**src/rtl/serial_adder_ctrl.sv**
```systemverilog
// rtl/serial_adder_ctrl.sv - bit-serial adder: one full adder, one bit per clock, LSB first
// Operands shift right through the adder; the sum enters the result register from the MSB side.

module one_bit_full_adder (
   input  logic A,
   input  logic B,
   input  logic C_in,
   output logic C_out,
   output logic S
);
   assign S     = A ^ B ^ C_in;
   assign C_out = (A & B) | (C_in & (A ^ B));
endmodule

module serial_adder_ctrl #(
   parameter int WIDTH = 8
) (
   input  logic             clk,
   input  logic             rst,
   input  logic             start,
   input  logic [WIDTH-1:0] A,
   input  logic [WIDTH-1:0] B,
   input  logic             C_in,
   output logic             busy,
   output logic             done,
   output logic [WIDTH-1:0] S,
   output logic             C_out
);
   localparam int CW = (WIDTH > 1) ? $clog2(WIDTH) : 1;
   localparam logic [CW-1:0] LAST = CW'(WIDTH - 1);

   typedef enum logic [1:0] {IDLE, RUN, DONE} state_t;

   state_t           state, state_next;
   logic [WIDTH-1:0] a_sh, b_sh, res_sh, res_next;
   logic             carry;
   logic [CW-1:0]    cnt;
   logic             fa_s, fa_c;
   logic             load, last_bit;

   one_bit_full_adder u_fa (
      .A     (a_sh[0]),
      .B     (b_sh[0]),
      .C_in  (carry),
      .C_out (fa_c),
      .S     (fa_s)
   );

   generate
      if (WIDTH == 1) begin : g_res1
         assign res_next = fa_s;
      end else begin : g_resn
         assign res_next = {fa_s, res_sh[WIDTH-1:1]};
      end
   endgenerate

   always_comb begin
      state_next = state;
      load       = 1'b0;
      last_bit   = (cnt == LAST);
      case (state)
         IDLE: begin
            if (start) begin
               load       = 1'b1;
               state_next = RUN;
            end
         end
         RUN: begin
            if (last_bit) state_next = DONE;
         end
         DONE: begin
            // Start here chains straight into the next addition.
            if (start) begin
               load       = 1'b1;
               state_next = RUN;
            end else begin
               state_next = IDLE;
            end
         end
         default: state_next = IDLE;
      endcase
   end

   assign busy = (state == RUN);
   assign done = (state == DONE);

   always_ff @(posedge clk or posedge rst) begin
      if (rst) state <= IDLE;
      else     state <= state_next;
   end

   always_ff @(posedge clk or posedge rst) begin
      if (rst) begin
         a_sh   <= '0;
         b_sh   <= '0;
         res_sh <= '0;
         carry  <= 1'b0;
         cnt    <= '0;
         S      <= '0;
         C_out  <= 1'b0;
      end else if (load) begin
         a_sh  <= A;
         b_sh  <= B;
         carry <= C_in;
         cnt   <= '0;
      end else if (state == RUN) begin
         a_sh   <= a_sh >> 1;
         b_sh   <= b_sh >> 1;
         carry  <= fa_c;
         res_sh <= res_next;
         cnt    <= cnt + 1'b1;
         if (last_bit) begin
            S     <= res_next;
            C_out <= fa_c;
         end
      end
   end
endmodule

```
**config.mk**
```make
export PLATFORM = sky130hd
export DESIGN_NAME = serial_adder_ctrl
export DESIGN_NICKNAME = d
export VERILOG_FILES = /design/src/rtl/serial_adder_ctrl.sv
export SDC_FILE = /design/constraint.sdc
export NUM_CORES = 1
export LEC_CHECK = 0
export BUFFER_PORTS_ARGS = -buffer_cell sky130_fd_sc_hd__buf_2
export CAP_MARGIN = 5
export CORE_ASPECT_RATIO = 1.4
export CORE_MARGIN = 4
export CORE_UTILIZATION = 40
export CTS_CLUSTER_DIAMETER = 40
export DETAILED_ROUTE_END_ITERATION = 10
export HOLD_SLACK_MARGIN = 0.1
export SYNTH_ARGS = -nofsm -noshare
export SYNTH_HDL_FRONTEND = slang
export SYNTH_SLANG_ARGS = --single-unit
```
**constraint.sdc**
```tcl
create_clock -name clk -period 1.8 [get_ports clk]
set_clock_uncertainty 0.15 [all_clocks]
set_input_delay 0.18 -clock clk [delete_from_list [all_inputs] [get_ports clk]]
set_output_delay 0.18 -clock clk [all_outputs]
set_load 0.05 [all_outputs]
```
-- Word level (Yosys, flattened, before mapping)
Index checks and enable logic that the tools add are counted.
- add/sub/neg operators: 1
- multipliers: 0
- div/mod/pow operators: 0
- order comparisons: 0
- eq/ne operators: 5
- shifts and indexed selects: 0
- multiplexer cells: 14
- bitwise logic cells: 6
- reductions and logical operators: 6
- operators by type and width (operator ; number):
    2-to-1 mux 8 bit ; 4
    2-to-1 mux 3 bit ; 2
    one-hot mux 2 bit (3 select lines) ; 1
    2-to-1 mux 1 bit ; 5
    2-to-1 mux 2 bit ; 2
    AND reduction 2 bit ; 2
    adder 3 x 1 -> 3 bit (second input constant) ; 1
    equality test 3 bit (second input constant) ; 1
    AND reduction 3 bit ; 1
    AND 1 bit ; 2
    equality test 2 x 1 -> 1 bit (second input constant) ; 1
    equality test 2 bit (second input constant) ; 1
    zero test 2 bit ; 1
    inequality test 2 x 1 -> 1 bit (second input constant) ; 1
    inequality test 2 bit (second input constant) ; 1
    nonzero test 2 bit ; 1
    OR reduction 2 bit ; 1
    bitwise XOR 1 bit ; 2
    inverter 1 bit ; 1
    bitwise OR 1 bit ; 1
- flip-flop bits (word level): 39
- latch bits: 0
- bits in writable memories: 0
- bits in read-only memories: 0
- bits of input ports: 20
- output and inout bits: 11
- logic and storage cells: 40
- memories kept: 0

-- Logic depth before layout (Yosys ltp)
Gate-level depths: netlist (run 1).
- depth in word-level cells: 5
- gate-level depth with buffers: 6
- depth with buffers taken out: 5

-- By module
A second synthesis (run 1) with hierarchy kept.
- cell total of the unflattened synthesis: 160
- area, all modules: 1820.5 um2
- modules (own cells, without submodules) (module ; times used ; cells an instance ; area an instance (um2) ; sequential area each (um2)):
    serial_adder_ctrl ; 1 ; 159 ; 1800.5 ; 950.9
    one_bit_full_adder ; 1 ; 1 ; 20.0 ; 0.0

-- Least setup slack after synthesis (run 1)
Ideal clock, no wire load.
- path kind: reg2out
- start: reg state[1]
- end: out done
- arrival time: 1.336 ns
- data required time: 1.470 ns
- setup slack: 0.134 ns
- cell stages (with the launch flop): 3
- buffers on the path: 1
- cell sequence: dfrtp_1 -> buf_2 -> nor2b_1
- word-level cells in the longest chain between the ends: 1
- ends and longest elaborated chain (what ; RTL line ; source):
    start: declaration ; 34 ; state_t state, state_next;
    start signal: assignment ; 89 ; else state <= state_next;
    equality test 2 bit ; 85 ; assign done = (state == DONE);
    end: declaration ; 25 ; output logic done,
Every way passes these cells.

-- Worst setup path after layout (run 1)
- start: reg state[1]
- end: out busy
- word-level cells in the longest chain between the ends: 1
- ends and longest elaborated chain (what ; RTL line ; source):
    equality test 2 x 1 -> 1 bit ; 84 ; assign busy = (state == RUN);
    end: declaration ; 24 ; output logic busy,
Every way passes these cells.

==> flow_summary_export.csv, run 1 <==
group,metric,value,unit
run_status,outcome,"completed",
yosys,synth_top_area_share,54.4,%
clocking,h-tree-depth,2,
detailed_routing,wl_per_cell,13.6,um
placement,dpl.cell_count,244,
sta,max_slew_margin,58.9,%
floorplanning,floorplan.die_area,0.00550,sq mm
sta,rsz0062_at_grt,"no",
worst_setup_path,worst_setup_path_start_kind,"flip-flop",
clocking,insertion_delay,0.30,ns
floorplanning,die_w,63.9,um
clocking,clockRootBuffer,"clkbuf_8",
placement,io_buffers,30,
placement,postPlaceCellArea,0.00197,sq mm
yosys,synth-seq-area-share,54.4,%
yosys,synth_ff_type,"dfrtp_1",
placement,dp_hpwl,2440,um
yosys,ys_async_sr_fraction,100,%
yosys,ys_types,26,
detailed_routing,postRouteAntennaNets,0,
detailed_routing,vias_per_cell,4.97,
worst_setup_path,worstSetupPathType,"reg -> out",
power,power_density,1830,mW/mm^2
placement,pre_cts_ws,0.206,ns
layout,num_antenna_cells,0,
power,ir_worst_vdd,0.715,mV
layout,layout.nets,232,
sta,hold_violations,0,
detailed_routing,wirelength,3680,um
clocking,clock_path_buffers,2,
yosys,yosys_warnings,0,
layout,postLayoutCellArea,0.00228,sq mm
detailed_routing,first_pass_iters,4,
yosys,synth_top_cells_by_count,"dfrtp_1, nand2_1, mux2_4, nor2_1",
global_route,grt_overflow_total,0,
clocking,cts_tree,"done",
clocking,cts.repair.resized,0,
clocking,clkSinkCount,38,
yosys,syn_area,0.00175,sq mm
sta,clock.fmax,589,MHz
clocking,cts.reportedPaths.clkPinSlew,0.08,ns
clocking,post_cts_buffers,0,
sta,final.hold.worst_slack,0.214,ns
hold_path,hp-class,"in -> reg",
power,leakagePower,1.10,nW
floorplanning,start_util,41.2,%
detailed_routing,drt_iter0_drc,42,
detailed_routing,route.detailed.drc,0,
detailed_routing,vias,1341,
sta,final-setup-viol-count,0,
worst_setup_path,worstPathArrival,1.37,ns
yosys,synth-edff-count,0,
yosys,synth-seq-cells,38,
yosys,synth_cells,157,
layout,drive_above_1_share,27.6,%
global_route,gr-usage-all-layers,14.3,%
run,maxCapViolCount,0,
layout,multi_input_area,728,sq um
worst_setup_path,crit_path_end_kind,"output pin",
yosys,synth_nets,180,
sta,fin_setup_tns,0,ns
power,total_power,4.17,mW
yosys,ys_top_cells_by_area,"dfrtp_1, mux2_4, nand2_1, mux2i_1, o22ai_1",
worst_setup_path,worstPathRequired,1.47,ns
layout,fillCellCount,367,
sta,drv_slew,0,
layout,area_growth,30.7,%
yosys,postSynthAreaPerCell,11.1,sq um
floorplanning,core_area,0.00424,sq mm
layout,stdcell_count,270,
global_route,grt_pass1_wl,6240,um
layout,regArea,951,sq um
floorplanning,die_y,86.2,um
sta,fin_crit,1.70,ns
global_route,grt_pass1_vias,1365,
placement,globalplace.congestion,0.729,
sta,post-route-period-util,94.4,%
yosys,yosysTopAreaCell,"dfrtp_1",
floorplanning,ios,31,
global_route,antenna_found_initial,0,
global_route,grt_start_max_net_pins,39,
clocking,cts_buffers,5,
worst_setup_path,cp_max_fo,18,
clocking,ctsHoldBuffers,18,
layout,final_core_util,53.9,%
sta,worst_slack,0.102,ns
floorplanning,row_count,28,
yosys,post-synth-top-count-cell,"dfrtp_1",
sta,worstMarginPinSlew,0.615,ns
[cells in the final DEF (no fill, tap or decap), drive strengths merged, types with 2 or more instances in the layout]
| master | netlist | final |
|---|---|---|
| o22ai | 8 | 8 |
| clkbuf | 0 | 5 |
| o21ai | 6 | 6 |
| nor2 | 9 | 9 |
| nand2b | 4 | 4 |
| a211oi | 5 | 5 |
| nor3 | 8 | 8 |
| bufinv | 0 | 2 |
| a21oi | 5 | 5 |
| dfrtp | 38 | 38 |
| ha | 2 | 2 |
| mux2 | 11 | 11 |
| inv | 3 | 3 |
| nand2 | 26 | 26 |
| dlygate4sd3 | 0 | 18 |
| nand3 | 3 | 3 |
| nor2b | 7 | 7 |
| mux2i | 7 | 7 |
| buf | 9 | 36 |
[state kept, by name, summed over array words and instances, names as in the netlist]
name,cells
S,8
a_sh,8
b_sh,8
res_sh,7
cnt,3
state,2
C_out,1
carry,1
[report_power, final]
part / internal, mW / switching, mW
logic: 0.710 / 1.06
clock network: 0.555 / 0.327
registers: 1.25 / 0.265
total: 2.52 / 1.65
[critical path, cell delays in order (launching register included)]
cell	delay (ns)
dfrtp_1	0.38
nand2b_1	0.21
inv_6	0.18
buf_2	0.29
[per-layer routing]
layer	routed length, um	track usage (%)	up-vias	share of wire, %
met2	1830	24.7	35	50
met4	44	4.13	0	1.2
met3	174	3.50	3	4.7
li1	-	-	643	-
met5	0	0	-	0
met1	1640	17.7	660	44
[kinds of logic after synthesis]
kind of cell / share of synthesized area (%)
buf+inv: 3.87
compound gates: 9.60
mux: 13.0
simple gates: 16.0
xor+xnor: 0.502
flops: 54.4
fa+ha+maj: 2.58
[path summary, 6_finish.rpt]
path / from / slack (ns) / to / cells past startpoint
worst min-delay path: start / 0.21 / cnt[0] / 3
worst min register to register: res_sh[1] / 0.35 / res_sh[1] / 2
min in group asynchronous: rst / 0.39 / S[1] / 4
worst max register to register: cnt[0] / 0.20 / S[7] / 4
worst max-delay path: state[1] / 0.10 / busy / 3
max in group asynchronous: rst / 0.78 / a_sh[7] / 4
[cell type report]
type / instances / area share (%)
Clock buffer: 5 / 3.01
Clock inverter: 3 / 3.01
Inverter: 3 / 0.712
Multi-Input combinational cell: 107 / 31.9
Sequential cell: 38 / 41.6
Tap cell: 60 / 3.29
Timing Repair Buffer: 54 / 16.4
Note: power is estimated with default switching activity, not from simulation.
==> run 2: changes to the inputs <==
--- a/config.mk
+++ b/config.mk
@@ -15,4 +15,5 @@
 export HOLD_SLACK_MARGIN = 0.1
 export SYNTH_ARGS = -nofsm -noshare
 export SYNTH_HDL_FRONTEND = slang
+export SYNTH_HIERARCHICAL = 1
 export SYNTH_SLANG_ARGS = --single-unit
==> flow_summary_export.csv, run 2 <==
group,metric,value,unit
detailed_routing,wirelength,3260,um
clocking,post_cts_buffers,0,
yosys,ys_top_cells_by_area,"dfrtp_1, mux2_4, mux2i_1, nand2_1, a211oi_1",
power,p_clk_share,15.1,%
worst_setup_path,r2r-end,"C_out",
layout,num_antenna_cells,0,
worst_setup_path,r2r_cells,4,
global_route,grt_pass1_wl,5690,um
global_route,antenna_found_initial,0,
power,ir_worst_vdd,0.651,mV
global_route,gr-usage-all-layers,12.9,%
yosys,yosys_warnings,6,
layout,stdcell_count,270,
worst_setup_path,worstPathRequired,1.47,ns
hold_path,min_to,"cnt[2]",
clocking,insertion_delay,0.28,ns
hold_path,hp-class,"in -> reg",
sta,hold_violations,0,
worst_setup_path,slowest_stage,"dfrtp_1",
yosys,synth_nets,183,
worst_setup_path,reg2reg_from,"cnt[0]",
detailed_routing,vias,1304,
layout,postLayoutCellArea,0.00229,sq mm
hold_path,hp-start,"start",
clocking,clock_path_buffers,2,
hold_path,holdPathStages,2,
global_route,grt_start_max_net_pins,39,
yosys,ys_async_sr_fraction,100,%
yosys,yosysTopAreaCell,"dfrtp_1",
layout,reg_top3,"S x8, a_sh x8, b_sh x8",
layout,layout.nets,234,
sta,worstMarginPinSlew,0.475,ns
worst_setup_path,rrSetupSlack,0.21,ns
power,leakagePower,1.09,nW
clocking,cts.reportedPaths.clkPinSlew,0.07,ns
layout,area_growth,25.7,%
global_route,grt_overflow_total,0,
sta,max_slew_margin,68.3,%
detailed_routing,first_pass_iters,2,
layout,drive_above_1_share,26.2,%
sta,fin_setup_tns,0,ns
detailed_routing,drt_iter0_drc,17,
sta,final-setup-viol-count,0,
worst_setup_path,worstSetupPathType,"reg -> out",
sta,fin_crit,1.69,ns
worst_setup_path,crit_path_end_kind,"output pin",
sta,rsz0062_at_grt,"no",
yosys,synth-edff-count,0,
yosys,synth-seq-area-share,52.2,%
yosys,postSynthAreaPerCell,11.4,sq um
clocking,cts_tree,"done",
floorplanning,die_w,65.0,um
yosys,synth_top_area_share,52.2,%
clocking,cts_buffers,5,
placement,globalplace.congestion,0.716,
yosys,synth_ff_type,"dfrtp_1",
worst_setup_path,worstPathArrival,1.36,ns
yosys,post-synth-top-count-cell,"dfrtp_1",
floorplanning,floorplan.die_area,0.00571,sq mm
yosys,synth-seq-cells,38,
layout,final_common_cell,"dfrtp_1",
power,total_power,3.76,mW
clocking,cts.repair.resized,0,
yosys,syn_area,0.00182,sq mm
global_route,grt_pass1_vias,1288,
worst_setup_path,path_cells,"buf_4, nor2b_1, buf_2",
sta,drv_slew,0,
detailed_routing,postRouteAntennaNets,0,
clocking,clkSinkCount,38,
detailed_routing,vias_per_cell,4.83,
clocking,ctsHoldBuffers,18,
detailed_routing,wl_per_cell,12.1,um
worst_setup_path,max_stage_delay,0.42,ns
floorplanning,core_area,0.00431,sq mm
power,switching_share,40.2,%
worst_setup_path,cp_max_fo,32,
floorplanning,ios,31,
yosys,synth_cells,160,
power,p_switching,1.51,mW
clocking,clockRootBuffer,"clkbuf_8",
layout,layout_common_cells,"dfrtp_1, buf_2, nand2_1, dlygate4sd3_1, a21oi_1",
placement,dpl.cell_count,246,
power,power_density,1640,mW/mm^2
floorplanning,start_util,42.2,%
worst_setup_path,worst_setup_path_start_kind,"flip-flop",
detailed_routing,route.detailed.drc,0,
run_status,outcome,"completed",
placement,dp_hpwl,2280,um
floorplanning,row_count,28,
sta,post-route-period-util,94.0,%
yosys,ys_types,27,
placement,postPlaceCellArea,0.00203,sq mm
power,p_seq_share,40.1,%
yosys,synth_top_cells_by_count,"dfrtp_1, nand2_1, a21oi_1",
power,intPower,2.25,mW
sta,clock.fmax,591,MHz
power,combPwrFrac,44.8,%
clocking,h-tree-depth,2,
layout,fillCellCount,393,
placement,io_buffers,30,
run,maxCapViolCount,0,
floorplanning,die_y,87.8,um
-- run 2: cell types whose count changed after synthesis, sizes merged, moves of 2 or more --
cell,change
a211oi,+5
a21oi,+9
buf,-2
inv,+3
mux2i,+5
nor2,-9
nor2b,+3
nor3,-8
o22ai,-4
-- run 2: worst max-delay path, delay by kind of cell, from the launching register on --
kind	cells	cell delay [ns]
buffers and inverters	2	0.51
DFF	1	0.42
and+or+nand+nor	1	0.14
-- run 2: how the worst max path moves through the flow --
| stage | startpoint | slack, ns | cells past startpoint | to |
|---|---|---|---|---|
| after floorplan | state[1] | 0.04 | 3 | done |
| after global routing | state[1] | 0.01 | 3 | done |
| final | state[0] | 0.11 | 3 | done |
| after CTS | state[0] | 0.10 | 3 | done |
| after global placement | cnt[0] | 0.25 | 4 | C_out |
| after detailed placement | cnt[0] | 0.22 | 4 | C_out |
-- run 2: kinds of logic (layout without fill, tap and decap cells) --
logic type,Yosys count,in the layout,synth area share (%)
adders and majority gates,3,3,2.47
and+or+nand+nor,45,45,13.5
AOI/OAI and AO/OA,35,35,11.5
DFF,38,38,52.2
xor gates and xnor gates,1,1,0.481
muxes,23,23,15.3
buffers and inverters,15,65,4.47
-- run 2: per-layer routing --
layer  track usage, %  vias to the layer above  share of wire (%)
li1                 -                      650                  -
met1             14.9                      617                 43
met2             22.7                       30                 51
met3             3.98                        7                5.1
met4             4.53                        0                1.7
met5                0                        -                  0
-- run 2: layout make-up --
type                            instances  area, sq um  share of cell area, %
Multi-Input combinational cell        107          788                   34.4
Tap cell                               60         75.1                   3.28
Inverter                                7         31.3                   1.37
Timing Repair Buffer                   52          360                   15.7
Clock buffer                            6         82.6                   3.61
Sequential cell                        38          951                   41.6
-- run 2: power groups by stage --
stage          logic, mW  clock network, mW  registers, mW
2_1_floorplan       1.09                  0           1.78
3_3_place_gp        1.64                  0           1.51
3_5_place_dp        1.69                  0           1.53
4_1_cts             1.72              0.589           1.52
5_1_grt             1.88              0.628           1.57
6_report            1.69              0.568           1.51
-- run 2: through the flow --
step / setup slack (ns) / utilization, % / hold slack [ns]
after global placement: 0.247 / 47.0 / 0.159
final: 0.108 / 53.1 / 0.125
after detailed placement: 0.217 / 47.0 / 0.165
after floorplan: 0.0407 / - / 0.210
after global routing: 0.0131 / 53.1 / 0.145
after CTS: 0.101 / 53.1 / 0.135
==> run 3: changes to the inputs <==
--- a/config.mk
+++ b/config.mk
@@ -5,6 +5,7 @@
 export SDC_FILE = /design/constraint.sdc
 export NUM_CORES = 1
 export LEC_CHECK = 0
+export ABC_AREA = 1
 export BUFFER_PORTS_ARGS = -buffer_cell sky130_fd_sc_hd__buf_2
 export CAP_MARGIN = 5
 export CORE_ASPECT_RATIO = 1.4
@@ -13,6 +14,7 @@
 export CTS_CLUSTER_DIAMETER = 40
 export DETAILED_ROUTE_END_ITERATION = 10
 export HOLD_SLACK_MARGIN = 0.1
+export PLACE_DENSITY = 0.65
 export SYNTH_ARGS = -nofsm -noshare
 export SYNTH_HDL_FRONTEND = slang
 export SYNTH_HIERARCHICAL = 1
==> flow_summary_export.csv, run 3 <==
group,metric,value,unit
power,p_clk_share,18.0,%
global_route,antenna_found_initial,0,
clocking,insertion_delay,0.29,ns
sta,drv_slew,0,
layout,drive_above_1_share,18.8,%
floorplanning,row_count,28,
global_route,grt_start_max_net_pins,39,
yosys,synth_ff_type,"dfrtp_1",
clocking,cts.reportedPaths.clkPinSlew,0.07,ns
clocking,clockRootBuffer,"clkbuf_8",
worst_setup_path,worstPathArrival,1.29,ns
clocking,cts_tree,"done",
placement,pre_cts_ws,0.272,ns
detailed_routing,vias_per_cell,4.60,
placement,postPlaceCellArea,0.00194,sq mm
clocking,cts_buffers,5,
detailed_routing,vias,1431,
layout,num_antenna_cells,0,
worst_setup_path,rrSetupSlack,0.25,ns
power,ir_worst_vdd,0.575,mV
yosys,synth_top_cells_by_count,"nand2_1, dfrtp_1, inv_1",
sta,post-route-period-util,90.3,%
global_route,gr-usage-all-layers,14.3,%
worst_setup_path,worstSetupPathType,"reg -> out",
power,intPower,2.22,mW
sta,fin_setup_tns,0,ns
hold_path,holdPathStages,5,
sta,final-setup-viol-count,0,
detailed_routing,wirelength,3380,um
yosys,synth_compound_area_share,4.94,%
yosys,synth-seq-cells,38,
worst_setup_path,cp_max_fo,11,
clocking,h-tree-depth,2,
floorplanning,ios,31,
placement,io_buffers,30,
placement,globalplace.congestion,0.743,
worst_setup_path,max_stage_delay,0.41,ns
power,power_density,1780,mW/mm^2
power,switching_share,43.6,%
sta,rsz0062_at_grt,"no",
yosys,synthAdderAreaFrac,2.61,%
yosys,ys_types,18,
layout,postLayoutCellArea,0.00220,sq mm
floorplanning,core_area,0.00420,sq mm
global_route,grt_overflow_total,0,
layout,reg_top3,"S x8, a_sh x8, b_sh x8",
floorplanning,floorplan.die_area,0.00544,sq mm
yosys,post-synth-top-count-cell,"nand2_1",
worst_setup_path,r2r-end,"S[0]",
sta,worstMarginPinSlew,0.474,ns
yosys,synth_nets,236,
power,leakagePower,1.25,nW
floorplanning,die_w,63.5,um
detailed_routing,first_pass_iters,4,
yosys,postSynthAreaPerCell,8.09,sq um
hold_path,hp-class,"in -> reg",
worst_setup_path,worst_setup_path_start_kind,"flip-flop",
yosys,synth-simple-area-share,27.5,%
yosys,synth_top_family_by_area,"simple AND/OR/NAND/NOR gates",
worst_setup_path,crit_path_end_kind,"output pin",
sta,final.hold.worst_slack,0.0970,ns
global_route,grt_pass1_vias,1486,
worst_setup_path,slowest_stage,"dfrtp_1",
layout,stdcell_count,311,
worst_setup_path,reg2reg_from,"cnt[0]",
worst_setup_path,crit_cells,4,
worst_setup_path,critPathTopFamily,"buffers and inverters",
detailed_routing,route.detailed.drc,0,
layout,layout.nets,288,
yosys,yosys_warnings,6,
layout,final_core_util,52.4,%
layout,layout_common_cells,"nand2_1, dfrtp_1, inv_1, buf_2, nand3_1",
clocking,clkSinkCount,38,
power,p_switching,1.71,mW
worst_setup_path,worst-path-buf-inv,3,
sta,hold_violations,0,
power,p_seq_share,37.1,%
sta,clock.fmax,615,MHz
yosys,ys_async_sr_fraction,100,%
detailed_routing,postRouteAntennaNets,0,
worst_setup_path,worstSetupEndpoint,"done",
layout,final_common_cell,"nand2_1",
floorplanning,start_util,41.0,%
yosys,synth-edff-count,0,
placement,dp_hpwl,2320,um
detailed_routing,drt_iter0_drc,81,
power,total_power,3.93,mW
layout,area_growth,28.0,%
detailed_routing,wl_per_cell,10.9,um
worst_setup_path,path_cells,"inv_1, buf_4, nor2_1, buf_2",
yosys,ys_top_cells_by_area,"dfrtp_1, nand2_1, inv_1, nand3_1, o21ai_0",
sta,max_slew_margin,68.4,%
worst_setup_path,worstPathRequired,1.47,ns
yosys,syn_area,0.00172,sq mm
sta,worst_slack,0.175,ns
worst_setup_path,r2r_cells,6,
power,combPwrFrac,44.9,%
yosys,yosysTopAreaCell,"dfrtp_1",
run_status,outcome,"completed",
yosys,synth_cells,213,
yosys,synthXorXnorAreaFrac,0,%
yosys,synth-seq-area-share,55.2,%
yosys,muxShareOfSynthArea,0,%
run,maxCapViolCount,0,
worst_setup_path,crit_path_start,"state[1]",
placement,dpl.cell_count,287,
layout,fillCellCount,416,
global_route,grt_pass1_wl,6200,um
yosys,synth_top_area_share,55.2,%
sta,fin_crit,1.62,ns
floorplanning,die_y,85.7,um
clocking,clock_path_buffers,2,
==> run 3: cell count changes after synthesis, moves of 3 or more <==
cell / change
nand2_1: +61
inv_1: +26
nand3_1: +18
a21oi_1: -13
mux2i_1: -12
a211oi_1: -10
nor2b_1: -10
mux2_4: -9
o21ai_1: +7
nor2_1: +5
nand2b_1: -4
o22ai_1: -4
o21ai_0: +3
==> run 3: worst register-to-register path, stage by stage, from the launching register on <==
cell	delay [ns]
dfrtp_1	0.40
ha_1	0.20
ha_1	0.20
nand2_2	0.25
inv_1	0.13
nand2_1	0.08
nand2_1	0.05
==> run 3: kinds of logic (layout without fill, tap and decap cells) <==
logic type | Yosys count | after routing
AO/OA/AOI/OAI | 17 | 17
adder cells (fa/ha/maj) | 3 | 3
buffers and inverters | 41 | 94
flip-flops | 38 | 38
AND/OR/NAND/NOR | 114 | 114
==> run 3: routing by layer <==
layer  part of all wire (%)  vias to the layer above  track usage, %  routed length, um
met4                    1.1                        0            3.54                 37
li1                       -                      743               -                  -
met3                    4.1                        5            4.33                140
met5                      0                        -               0                  0
met1                     42                      660            15.4               1410
met2                     53                       23            26.8               1800
==> run 3: power by group through the flow <==
stage                     registers, mW  clock network [mW]  logic (mW)
after floorplan                    1.77                   0        1.05
after global placement             1.47                   0        1.74
after detailed placement           1.48                   0        1.77
after CTS                          1.47               0.729        1.80
after global routing               1.51               0.764        2.03
final                              1.46               0.709        1.76
==> run 3: area by class of cell <==
cell class / count / area, sq um / area share, %
Multi-Input combinational cell: 134 / 603 / 27.4
Clock buffer: 5 / 68.8 / 3.12
Timing Repair Buffer: 52 / 355 / 16.1
Clock inverter: 3 / 40.0 / 1.82
Inverter: 34 / 130 / 5.90
Sequential cell: 38 / 951 / 43.1
Tap cell: 45 / 56.3 / 2.55
==> run 3: timing repair <==
item,in CTS,in global routing
hold buffers,16,0
setup buffers,0,0
gates resized for setup,0,0
hold endpoints to repair,53,0
==> run 3: how the worst min path moves through the flow <==
stage	slack [ns]	start	endpoint
after global placement	0.17	rst	C_out
after floorplan	0.15	A[7]	a_sh[7]
after global routing	0.14	B[3]	b_sh[3]
after detailed placement	0.17	rst	a_sh[4]
after CTS	0.10	B[3]	b_sh[3]
final	0.1	B[3]	b_sh[3]
